### src/rtl/pipelined_add_sub_if.sv
// Operand/result handshake bundle for pipelined_add_sub.
// The sat signal exists only when ADDER_SAT_EN is defined.
interface pipelined_add_sub_if #(
    parameter int WIDTH = 64
);
    logic             in_valid;
    logic             in_ready;
    logic [WIDTH-1:0] a;
    logic [WIDTH-1:0] b;
    logic             c_in;
    logic             sub;
    logic             out_valid;
    logic             out_ready;
    logic [WIDTH-1:0] sum;
    logic             c_out;
    logic             ovf;
`ifdef ADDER_SAT_EN
    logic             sat;

    modport master (
        output in_valid, a, b, c_in, sub, out_ready,
        input  in_ready, out_valid, sum, c_out, ovf, sat
    );
    modport slave (
        input  in_valid, a, b, c_in, sub, out_ready,
        output in_ready, out_valid, sum, c_out, ovf, sat
    );
`else
    modport master (
        output in_valid, a, b, c_in, sub, out_ready,
        input  in_ready, out_valid, sum, c_out, ovf
    );
    modport slave (
        input  in_valid, a, b, c_in, sub, out_ready,
        output in_ready, out_valid, sum, c_out, ovf
    );
`endif
endinterface

### src/rtl/pipelined_add_sub.sv
// Pipelined two's-complement adder/subtractor: one CW-bit chunk per stage, carry ripples per clock.
// Define ADDER_SAT_EN to clamp overflowing results to the signed extremes and raise sat.
module pipelined_add_sub #(
    parameter int WIDTH  = 64,
    parameter int STAGES = 4
) (
    input logic                clk,
    input logic                rst,
    pipelined_add_sub_if.slave bus
);
    localparam int CW = WIDTH / STAGES;
    localparam int PD = (STAGES > 1) ? STAGES - 1 : 1;
    localparam logic [WIDTH-1:0] SMAX = {1'b0, {(WIDTH-1){1'b1}}};
    localparam logic [WIDTH-1:0] SMIN = {1'b1, {(WIDTH-1){1'b0}}};

    if ((STAGES < 1) || (STAGES > WIDTH) || ((WIDTH % STAGES) != 0)) begin : g_cfg_err
        $error("pipelined_add_sub: WIDTH must be a multiple of STAGES, 1 <= STAGES <= WIDTH");
    end

    // Inter-stage registers: full operands, partial result, chunk carry, beat valid.
    logic [PD-1:0][WIDTH-1:0]     a_q, b_q, r_q;
    logic [PD-1:0]                c_q, v_q;
    logic [STAGES-1:0][WIDTH-1:0] a_d, b_d, r_d;
    logic [STAGES-1:0]            c_d, v_d;

    logic             out_valid_q, c_out_q, ovf_q;
    logic [WIDTH-1:0] sum_q;
    logic             c_out_d, ovf_d;
    logic [WIDTH-1:0] sum_d;
`ifdef ADDER_SAT_EN
    logic             sat_q, sat_d;
`endif

    logic             en_s, cin0_s, ic_s, iv_s, fa_s, fb_s;
    logic [WIDTH-1:0] b_eff_s, ia_s, ib_s, ir_s;
    logic [CW:0]      cs_s;
    int               pk_s;

    // Per-stage chunk adders plus final-stage overflow/saturation.
    always_comb begin
        en_s    = ~out_valid_q | bus.out_ready;
        b_eff_s = bus.sub ? ~bus.b : bus.b;
        cin0_s  = bus.sub ? 1'b1 : bus.c_in;
        a_d     = '0;
        b_d     = '0;
        r_d     = '0;
        c_d     = '0;
        v_d     = '0;
        ia_s    = '0;
        ib_s    = '0;
        ir_s    = '0;
        ic_s    = 1'b0;
        iv_s    = 1'b0;
        cs_s    = '0;
        pk_s    = 0;
        for (int k = 0; k < STAGES; k++) begin
            // Stage 0 is fed by the port; stage k by pipeline register k-1.
            pk_s = (k == 0) ? 0 : k - 1;
            ia_s = (k == 0) ? bus.a    : a_q[pk_s];
            ib_s = (k == 0) ? b_eff_s  : b_q[pk_s];
            ir_s = (k == 0) ? '0       : r_q[pk_s];
            ic_s = (k == 0) ? cin0_s   : c_q[pk_s];
            iv_s = (k == 0) ? bus.in_valid : v_q[pk_s];
            cs_s = {1'b0, ia_s[k*CW +: CW]} + {1'b0, ib_s[k*CW +: CW]} + {{CW{1'b0}}, ic_s};
            a_d[k] = ia_s;
            b_d[k] = ib_s;
            r_d[k] = ir_s;
            r_d[k][k*CW +: CW] = cs_s[CW-1:0];
            c_d[k] = cs_s[CW];
            v_d[k] = iv_s;
        end
        fa_s    = a_d[STAGES-1][WIDTH-1];
        fb_s    = b_d[STAGES-1][WIDTH-1];
        c_out_d = c_d[STAGES-1];
        ovf_d   = (fa_s == fb_s) & (r_d[STAGES-1][WIDTH-1] != fa_s);
`ifdef ADDER_SAT_EN
        sum_d   = ovf_d ? (fa_s ? SMIN : SMAX) : r_d[STAGES-1];
        sat_d   = ovf_d;
`else
        sum_d   = r_d[STAGES-1];
`endif
    end

    // Pipeline and output registers; a stall (en_s low) freezes everything.
    always_ff @(posedge clk or posedge rst) begin
        if (rst) begin
            a_q         <= '0;
            b_q         <= '0;
            r_q         <= '0;
            c_q         <= '0;
            v_q         <= '0;
            out_valid_q <= 1'b0;
            sum_q       <= '0;
            c_out_q     <= 1'b0;
            ovf_q       <= 1'b0;
`ifdef ADDER_SAT_EN
            sat_q       <= 1'b0;
`endif
        end else if (en_s) begin
            a_q         <= a_d[PD-1:0];
            b_q         <= b_d[PD-1:0];
            r_q         <= r_d[PD-1:0];
            c_q         <= c_d[PD-1:0];
            v_q         <= v_d[PD-1:0];
            out_valid_q <= v_d[STAGES-1];
            sum_q       <= sum_d;
            c_out_q     <= c_out_d;
            ovf_q       <= ovf_d;
`ifdef ADDER_SAT_EN
            sat_q       <= sat_d;
`endif
        end
    end

    assign bus.in_ready  = en_s;
    assign bus.out_valid = out_valid_q;
    assign bus.sum       = sum_q;
    assign bus.c_out     = c_out_q;
    assign bus.ovf       = ovf_q;
`ifdef ADDER_SAT_EN
    assign bus.sat       = sat_q;
`endif
endmodule

### src/flat_wrapper.sv
// flat-port wrapper written by rule: the top's interface ports become plain ports
module pipelined_add_sub_flat 
#(
    parameter int WIDTH  = 64,
    parameter int STAGES = 4
)
  (clk, rst, bus_in_valid, bus_a, bus_b, bus_c_in, bus_sub, bus_out_ready, bus_in_ready, bus_out_valid, bus_sum, bus_c_out, bus_ovf);
  pipelined_add_sub_if #(.WIDTH(WIDTH)) bus_i ();
  input logic clk;
  input logic rst;
  input wire logic [$bits(bus_i.in_valid)-1:0] bus_in_valid;
  input wire logic [$bits(bus_i.a)-1:0] bus_a;
  input wire logic [$bits(bus_i.b)-1:0] bus_b;
  input wire logic [$bits(bus_i.c_in)-1:0] bus_c_in;
  input wire logic [$bits(bus_i.sub)-1:0] bus_sub;
  input wire logic [$bits(bus_i.out_ready)-1:0] bus_out_ready;
  output wire logic [$bits(bus_i.in_ready)-1:0] bus_in_ready;
  output wire logic [$bits(bus_i.out_valid)-1:0] bus_out_valid;
  output wire logic [$bits(bus_i.sum)-1:0] bus_sum;
  output wire logic [$bits(bus_i.c_out)-1:0] bus_c_out;
  output wire logic [$bits(bus_i.ovf)-1:0] bus_ovf;
  assign bus_i.in_valid = bus_in_valid;
  assign bus_i.a = bus_a;
  assign bus_i.b = bus_b;
  assign bus_i.c_in = bus_c_in;
  assign bus_i.sub = bus_sub;
  assign bus_i.out_ready = bus_out_ready;
  assign bus_in_ready = bus_i.in_ready;
  assign bus_out_valid = bus_i.out_valid;
  assign bus_sum = bus_i.sum;
  assign bus_c_out = bus_i.c_out;
  assign bus_ovf = bus_i.ovf;
  pipelined_add_sub #(.WIDTH(WIDTH), .STAGES(STAGES)) u_core (.clk(clk), .rst(rst), .bus(bus_i));
endmodule
### config.mk
export PLATFORM = sky130hd
export DESIGN_NAME = pipelined_add_sub_flat
export DESIGN_NICKNAME = d
export VERILOG_FILES = /design/src/rtl/pipelined_add_sub_if.sv /design/src/rtl/pipelined_add_sub.sv /design/src/flat_wrapper.sv
export SDC_FILE = /design/constraint.sdc
export NUM_CORES = 1
export LEC_CHECK = 0
export ABC_AREA = 1
export ABC_CLOCK_PERIOD_IN_PS = 22100
export BUFFER_PORTS_ARGS = -buffer_cell sky130_fd_sc_hd__buf_2
export CORE_MARGIN = 1
export CORE_UTILIZATION = 40
export DETAILED_ROUTE_END_ITERATION = 12
export PLACE_DENSITY_LB_ADDON = 0.3
export SETUP_SLACK_MARGIN = 0.5
export SYNTH_ARGS = -nofsm -noshare
export SYNTH_HDL_FRONTEND = slang
export SYNTH_SLANG_ARGS = --single-unit
### constraint.sdc
create_clock -name clk -period 22.1 [get_ports clk]
set_clock_uncertainty 0.1 [all_clocks]
set_input_delay 3.315 -clock clk [delete_from_list [all_inputs] [get_ports clk]]
set_output_delay 3.315 -clock clk [all_outputs]
set_load 0.03 [all_outputs]
* Word-level counts from Yosys, hierarchy flattened
Cells that the tools add are included.
** Word-level totals
- Flip-flop bits (word level) :: 553
- Input bits :: 134
- Output and inout port bits :: 68
- Word-level logic and storage cells :: 31
** Cells by class
- $add $sub $neg :: 8
- Equal/unequal tests :: 2
- Mux-type cells :: 2
- Bitwise logic cells :: 4
** Operators by type and width (number)
- 16-bit by 16-bit adder with 17-bit output :: 4
- 17-bit by 1-bit adder with 17-bit output :: 4
- 64-bit 2-to-1 mux :: 1
- 64-bit NOT :: 1
- 1-bit AND :: 1
- 1-bit == test :: 1
- 1-bit 2-to-1 mux :: 1
- 1-bit != test :: 1
- 1-bit NOT :: 1
- 1-bit OR :: 1

* Depth between registers and ports, before layout
Gate-level depths: netlist (run 1).
- Depth in word-level cells :: 4
- Gate-level depth with buffers :: 14
- Depth with buffers taken out :: 12

* Worst setup path after synthesis (run 1)
Ideal clock, no wire load.
- Path kind :: input-to-output
- From :: in bus_out_ready
- To :: out bus_in_ready
- Data arrival time :: 4025 ps
- Path slack :: 14660 ps
- Stages :: 4
- Cells stage by stage :: nor2_4 -> inv_2 -> buf_2 -> clkbuf_1
** Between the ends
- Word-level cells in the longest chain between the ends :: 1
** RTL lines
- start: declaration :: line flat_wrapper.sv:16 : input wire logic [$bits(bus_i.out_ready)-1:0] bus_out_ready;
- 1-bit OR :: line pipelined_add_sub.sv:41 : en_s = ~out_valid_q | bus.out_ready;
- end: declaration :: line flat_wrapper.sv:17 : output wire logic [$bits(bus_i.in_ready)-1:0] bus_in_ready;
No other way between the ends.

* Final worst setup path (run 1)
Same ends and word-level chain as after synthesis.

==> impl_metrics.toml, run 1 <==
[placed_design]
detailed_place_hpwl_mm = 28.8
globalplace.congestion = 0.859
numPortBuffers = 201

[sta]
drv_slew = 0
rsz0062_at_grt = "no"
min_period_ns = 8.51
finalSetupViolCount = 0
tightestPinTransition_ns = 1.05
fin_setup_tns_ns = 0
finalHoldViolCount = 0
slew_headroom = 0.301
fmax_mhz = 118
post-route-period-util = 0.385

[grt]
antenna_found_initial = 0
grt_overflow_total = 0
grt_pass1_wl_mm = 69.7
grt.total_usage = 0.190
grt_pass1_vias = 13900
grt_max_degree = 255

[critical_path]
arrival_ns = 5.09
endpoint_kind = "primary output"
cp-start-kind = "input pin"
crit_path_max_incr_delay_ns = 0.68
r2r_slack_ns = 18.31
crit_slowest_cell = "buf_12"
cp_top_family = "buffers and inverters"
path_cells = "buf_2 -> nor2_4 -> buf_12 -> inv_8 -> buf_2"
r2r-start = "u_core.bus.out_valid"
timing.rr.end = "u_core.r_d[73]"
worstPathRequired_ns = 18.69
critPathBufInv = 4
r2r_cells = 8
path_class = "in2out"
cpMostUsedCell = "buf_2"
cp_max_fo = 254

[clock_network]
clock-sinks = 361
path_clk_slew_ns = 0.06
cts_tree = "built"
cts_resized = 0
hold_buffers = 0
cts_root_buf = "clkbuf_16"
clk_latency_ns = 0.55
numCtsBuffers = 40
postCtsSetupRepairBufs = 0
h-tree-depth = 2
max-clock-path-buffers = 3

[route]
ant_nets = 0
drt_iter0_markers = 920
vias = 14300
routed_wl_mm = 41.6
wl_per_cell_um = 13.7
drc = 0
dr.pass1.iters = 5
post_drt_via_cell_ratio = 4.70

[yosys]
ys_types = 25
synth_edf_count = 0
avgSynthCellArea_um2 = 7.88
synthCells = 2261
syn_area_um2 = 17800
ys_seq_area_frac = 0.507
ys_ff_latch = 361
synth_async_sr_flop_share = 1.00
synth_fp_nets = 2463
ys.warnings.count = 0
ys.flop_type = "dfrtp_1"

[layout]
num-nets-final = 2630
fin_util = 0.474
layout-drive-gt1-share = 0.114
syn2layout_area_growth_pct = 15.6

[floorplan]
start_util = 0.410
fp.dieArea_um2 = 45400
rows = 76
ioPinCount = 202
die_h_um = 213
coreArea_um2 = 43500
die_x_um = 213

[power_and_ir_drop]
powerDensity_nw_per_um2 = 151
leakage_nw = 11.2
vdd_ir_drop_max_v = 0.0000787

[hold_path]
holdPathEnd = "u_core.ir_s[5]"
min_path_type = "reg2reg"
hold_depth = 2
hold_path_startpoint = "u_core.r_d[133]"

[outcome]
status = "finished clean"

[flow_run]
cap_violations = 0
==> cells in the final DEF (no fill, tap or decap), drive strengths merged <==
cell type,count
nand2,1063
dfrtp,361
inv,215
buf,211
o21ai,155
nand3,88
nor2,66
clkbuf,61
ha,60
xnor2,59
a21oi,35
xor2,18
and2,13
nand4,12
fa,8
nor3,7
clkinv,6
nand3b,5
or2,4
a211oi,4
bufinv,4
o22ai,2
o31ai,2
diode,1
==> power by group <==
| part | internal (mW) | leakage, nW | switching (mW) |
|---|---|---|---|
| Sequential | 0.957 | 4.36 | 0.165 |
| Clock | 0.422 | 0.678 | 0.270 |
| Combinational | 0.427 | 6.12 | 0.871 |
==> cells by family (layout without fill, tap and decap cells) <==
group / after synthesis / after routing / synth area share
xor gates and xnor gates: 77 / 77 / 0.0379
other: 0 / 1 / 0
adders and majority gates: 68 / 68 / 0.0511
buffers and inverters: 299 / 497 / 0.0698
AOI/OAI and AO/OA: 198 / 198 / 0.0566
and+or+nand+nor: 1258 / 1258 / 0.277
DFF: 361 / 361 / 0.507
==> worst max path at each step <==
stage / from / endpoint / slack, ns / depth (start not counted)
CTS: bus_out_ready / bus_in_ready / 13.59 / 5
global placement: bus_out_ready / bus_in_ready / 13.58 / 5
detailed placement: bus_out_ready / bus_in_ready / 13.60 / 5
floorplan: rst / u_core.a_d[100] / 8.67 / 1
finish: bus_out_ready / bus_in_ready / 13.59 / 5
global route: bus_out_ready / bus_in_ready / 13.42 / 5
==> stage by stage <==
step / instances / instance area, um^2 / worst slack (ns) / hold slack [ns] / power [mW]
floorplan: 2261 / 17800 / 8.67 / 0.340 / 2.07
global placement: 2971 / 19200 / 13.58 / 0.353 / 2.41
detailed placement: 2971 / 19200 / 13.60 / 0.352 / 2.44
CTS: 3044 / 20600 / 13.59 / 0.361 / 3.15
global route: 3044 / 20600 / 13.42 / 0.384 / 3.39
finish: 3045 / 20600 / 13.59 / 0.353 / 3.11
==> state kept, by name, indices dropped and copies added, names as in the netlist <==
| register | count |
|---|---|
| u_core.a_d | 80 |
| u_core.bus.c_out | 1 |
| u_core.b_d | 80 |
| u_core.v_q | 3 |
| u_core.ib_s | 16 |
| u_core.ia_s | 16 |
| u_core.bus.ovf | 1 |
| u_core.ir_s | 48 |
| u_core.bus.sum | 64 |
| u_core.c_q | 3 |
| u_core.r_d | 48 |
| u_core.bus.out_valid | 1 |
==> worst reg2reg max path, cell delays in order (launching register included) <==
cell,delay (ns)
dfrtp_1,0.43
inv_1,0.12
nor2_4,0.05
buf_12,0.31
inv_8,0.70
buf_4,0.82
buf_4,0.83
nand3_1,0.23
o21ai_0,0.11
==> Yosys cell counts (7+ instances only) <==
| master | instances | area [um^2] |
|---|---|---|
| fa_1 | 8 | 160 |
| o21ai_0 | 155 | 776 |
| clkbuf_1 | 25 | 93.8 |
| a21oi_1 | 35 | 175 |
| buf_2 | 42 | 210 |
| buf_4 | 18 | 135 |
| inv_1 | 212 | 796 |
| xnor2_1 | 59 | 517 |
| nand4_1 | 12 | 75.1 |
| dfrtp_1 | 361 | 9030 |
| xor2_1 | 18 | 158 |
| nor2_1 | 65 | 244 |
| nand3_1 | 88 | 440 |
| nor3_1 | 7 | 35.0 |
| ha_1 | 60 | 751 |
| nand2_1 | 1063 | 3990 |
| and2_1 | 13 | 81.3 |
==> metal layers <==
layer  global-route usage  vias to the layer above  routed length [um]  share of wire
met3               0.0297                       41                1750          0.042
li1                     -                     7312                   -              -
met1                0.269                     6740               20300           0.49
met2                0.301                      214               18900           0.45
met5                    0                        -                   0              0
met4               0.0553                        0                 723          0.017
==> area by class of cell <==
class / instances / area (um^2)
antenna: 1 / 2.50
clock buffer: 61 / 1200
clock inverter: 12 / 171
fill: 4338 / 22900
inverter: 213 / 815
multi-input combinational: 1601 / 7530
sequential: 361 / 9030
tap: 585 / 732
timing repair buffer: 211 / 1100
Note: power is estimated with default switching activity, not from simulation.
==> inputs of run 2 (changes only) <==
--- a/config.mk
+++ b/config.mk
@@ -6,7 +6,7 @@
 export NUM_CORES = 1
 export LEC_CHECK = 0
 export ABC_AREA = 1
-export ABC_CLOCK_PERIOD_IN_PS = 22100
+export ABC_CLOCK_PERIOD_IN_PS = 8400
 export BUFFER_PORTS_ARGS = -buffer_cell sky130_fd_sc_hd__buf_2
 export CORE_MARGIN = 1
 export CORE_UTILIZATION = 40
==> constraint.sdc (replaced) <==
create_clock -name clk -period 8.4 [get_ports clk]
set_clock_uncertainty 0.1 [all_clocks]
set_input_delay 1.26 -clock clk [delete_from_list [all_inputs] [get_ports clk]]
set_output_delay 1.26 -clock clk [all_outputs]
set_load 0.03 [all_outputs]
==> run 2 against run 1 <==
Register-to-register slack worse by 14 ns. Critical path depth stayed put. Global-route usage is 0.082 points higher. First-iteration DRC count is 1.4% higher. Core utilization hardly changed. Worst hold slack better by 0.0025 ns. Die area stayed put. Clock power grew to 2.6 times the previous value. Combinational power grew to 2.6 times the previous value. Routed wire length is 1.6% higher. Worst setup slack worse by 9.6 ns. Critical endpoint unchanged. Largest power group unchanged. Highest routed layer unchanged.
==> impl_metrics.toml, run 2 (synthesis gave the netlist of run 1 again) <==
[route]
ant_nets = 0
drc = 0
post_drt_via_cell_ratio = 4.71
dr.pass1.iters = 6
wl_per_cell_um = 13.9
routed_wl_mm = 42.3
drt_iter0_markers = 933
vias = 14300

[layout]
stdcell_area_um2 = 20600
diodes = 0
layout-drive-gt1-share = 0.114
syn2layout_area_growth_pct = 15.5
fin_util = 0.473
final_cell_mix = "nand2_1 (1,063), dfrtp_1 (361), inv_1 (211), buf_2 (200), o21ai_0 (155)"
instances_no_fill = 3042
num-nets-final = 2630
final_common_cell = "nand2_1"

[grt]
grt_pass1_vias = 13800
grt_max_degree = 235
grt_pass1_wl_mm = 69.6
grt_overflow_total = 0
grt.total_usage = 0.191
antenna_found_initial = 0

[clock_network]
cts_resized = 0
cts_tree = "built"
postCtsSetupRepairBufs = 0
path_clk_slew_ns = 0.06
clk_latency_ns = 0.55
h-tree-depth = 2
cts_root_buf = "clkbuf_16"
max-clock-path-buffers = 3
numCtsBuffers = 40
hold_buffers = 0
clock-sinks = 361

[placed_design]
place_inst = 2971
globalplace.congestion = 0.864
numPortBuffers = 201
detailed_place_hpwl_mm = 28.9
post_dp_cell_area_um2 = 19200
post-place-ws_ns = 3.81

[sta]
finalSetupViolCount = 0
finalHoldViolCount = 0
slew_headroom = 0.323
drv_slew = 0
setup_slack_ns = 4.00
fmax_mhz = 227
rsz0062_at_grt = "no"
tightestPinTransition_ns = 1.01
fin_hold_ws_ns = 0.356
min_period_ns = 4.40
post-route-period-util = 0.523
fin_setup_tns_ns = 0

[floorplan]
fp.dieArea_um2 = 45400
die_h_um = 213
start_util = 0.410
die_x_um = 213
coreArea_um2 = 43500
rows = 76
ioPinCount = 202

[critical_path]
crit_path_max_incr_delay_ns = 0.63
endpoint_kind = "primary output"
arrival_ns = 3.04
critPathBufInv = 4
cp-start-kind = "input pin"
cp_max_fo = 234
r2r_slack_ns = 4.78
cpMostUsedCell = "buf_2"
worstPathRequired_ns = 7.04
path_class = "in2out"
path_cells = "buf_2 -> nor2_4 -> buf_12 -> inv_8 -> buf_2"
crit_slowest_cell = "buf_12"
cp_top_family = "buffers and inverters"

[power_and_ir_drop]
powerDensity_nw_per_um2 = 398
vdd_ir_drop_max_v = 0.000260
power_mw = 8.18
leakage_nw = 11.1

[hold_path]
min_path_type = "reg2reg"

[outcome]
status = "finished clean"

[flow_run]
cap_violations = 0
[run 2: cell count changes in the layout (fill, tap and decap cells not counted), sizes merged]
cell and change:
clkinvlp +4, clkbuf -3, inv -2, bufinv -1, diode -1
[run 2: path summary, 6_finish.rpt]
check,end,from,depth (start not counted)
worst max-delay path,bus_in_ready,bus_out_ready,5
worst min-delay path,u_core.b_d[176],u_core.b_d[112],2
worst max register to register,u_core.r_d[74],u_core.bus.out_valid,8
worst min register to register,u_core.b_d[176],u_core.b_d[112],2
max in group asynchronous,u_core.bus.sum[27],rst,4
min in group asynchronous,u_core.a_d[126],rst,3
[run 2: report_power, final]
part	internal (mW)	switching [mW]	total [mW]
Clock	1.08	0.720	1.80
Sequential	2.52	0.449	2.97
Combinational	1.13	2.29	3.42
[run 2: metal layers]
metal	up-vias	track usage	share of wire
met5	-	0	0
met4	0	0.0474	0.019
met3	56	0.0315	0.040
met2	214	0.304	0.45
met1	6738	0.271	0.49
li1	7306	-	-
[run 2: worst reg2reg max path, stage by stage, from the launching register on]
cell     delay, ns
dfrtp_1       0.38
inv_1         0.09
nor2_4        0.04
buf_12        0.29
inv_8         0.70
buf_4         0.83
buf_4         0.77
nand3_1       0.22
o21ai_0       0.11
[run 2: area by class of cell]
cell class                      instances  area (um^2)
Fill cell                            4357        22900
Sequential cell                       361         9030
Multi-Input combinational cell       1601         7530
Clock buffer                           58         1190
Timing Repair Buffer                  211         1110
Inverter                              213          811
Tap cell                              585          732
Clock inverter                         13          166
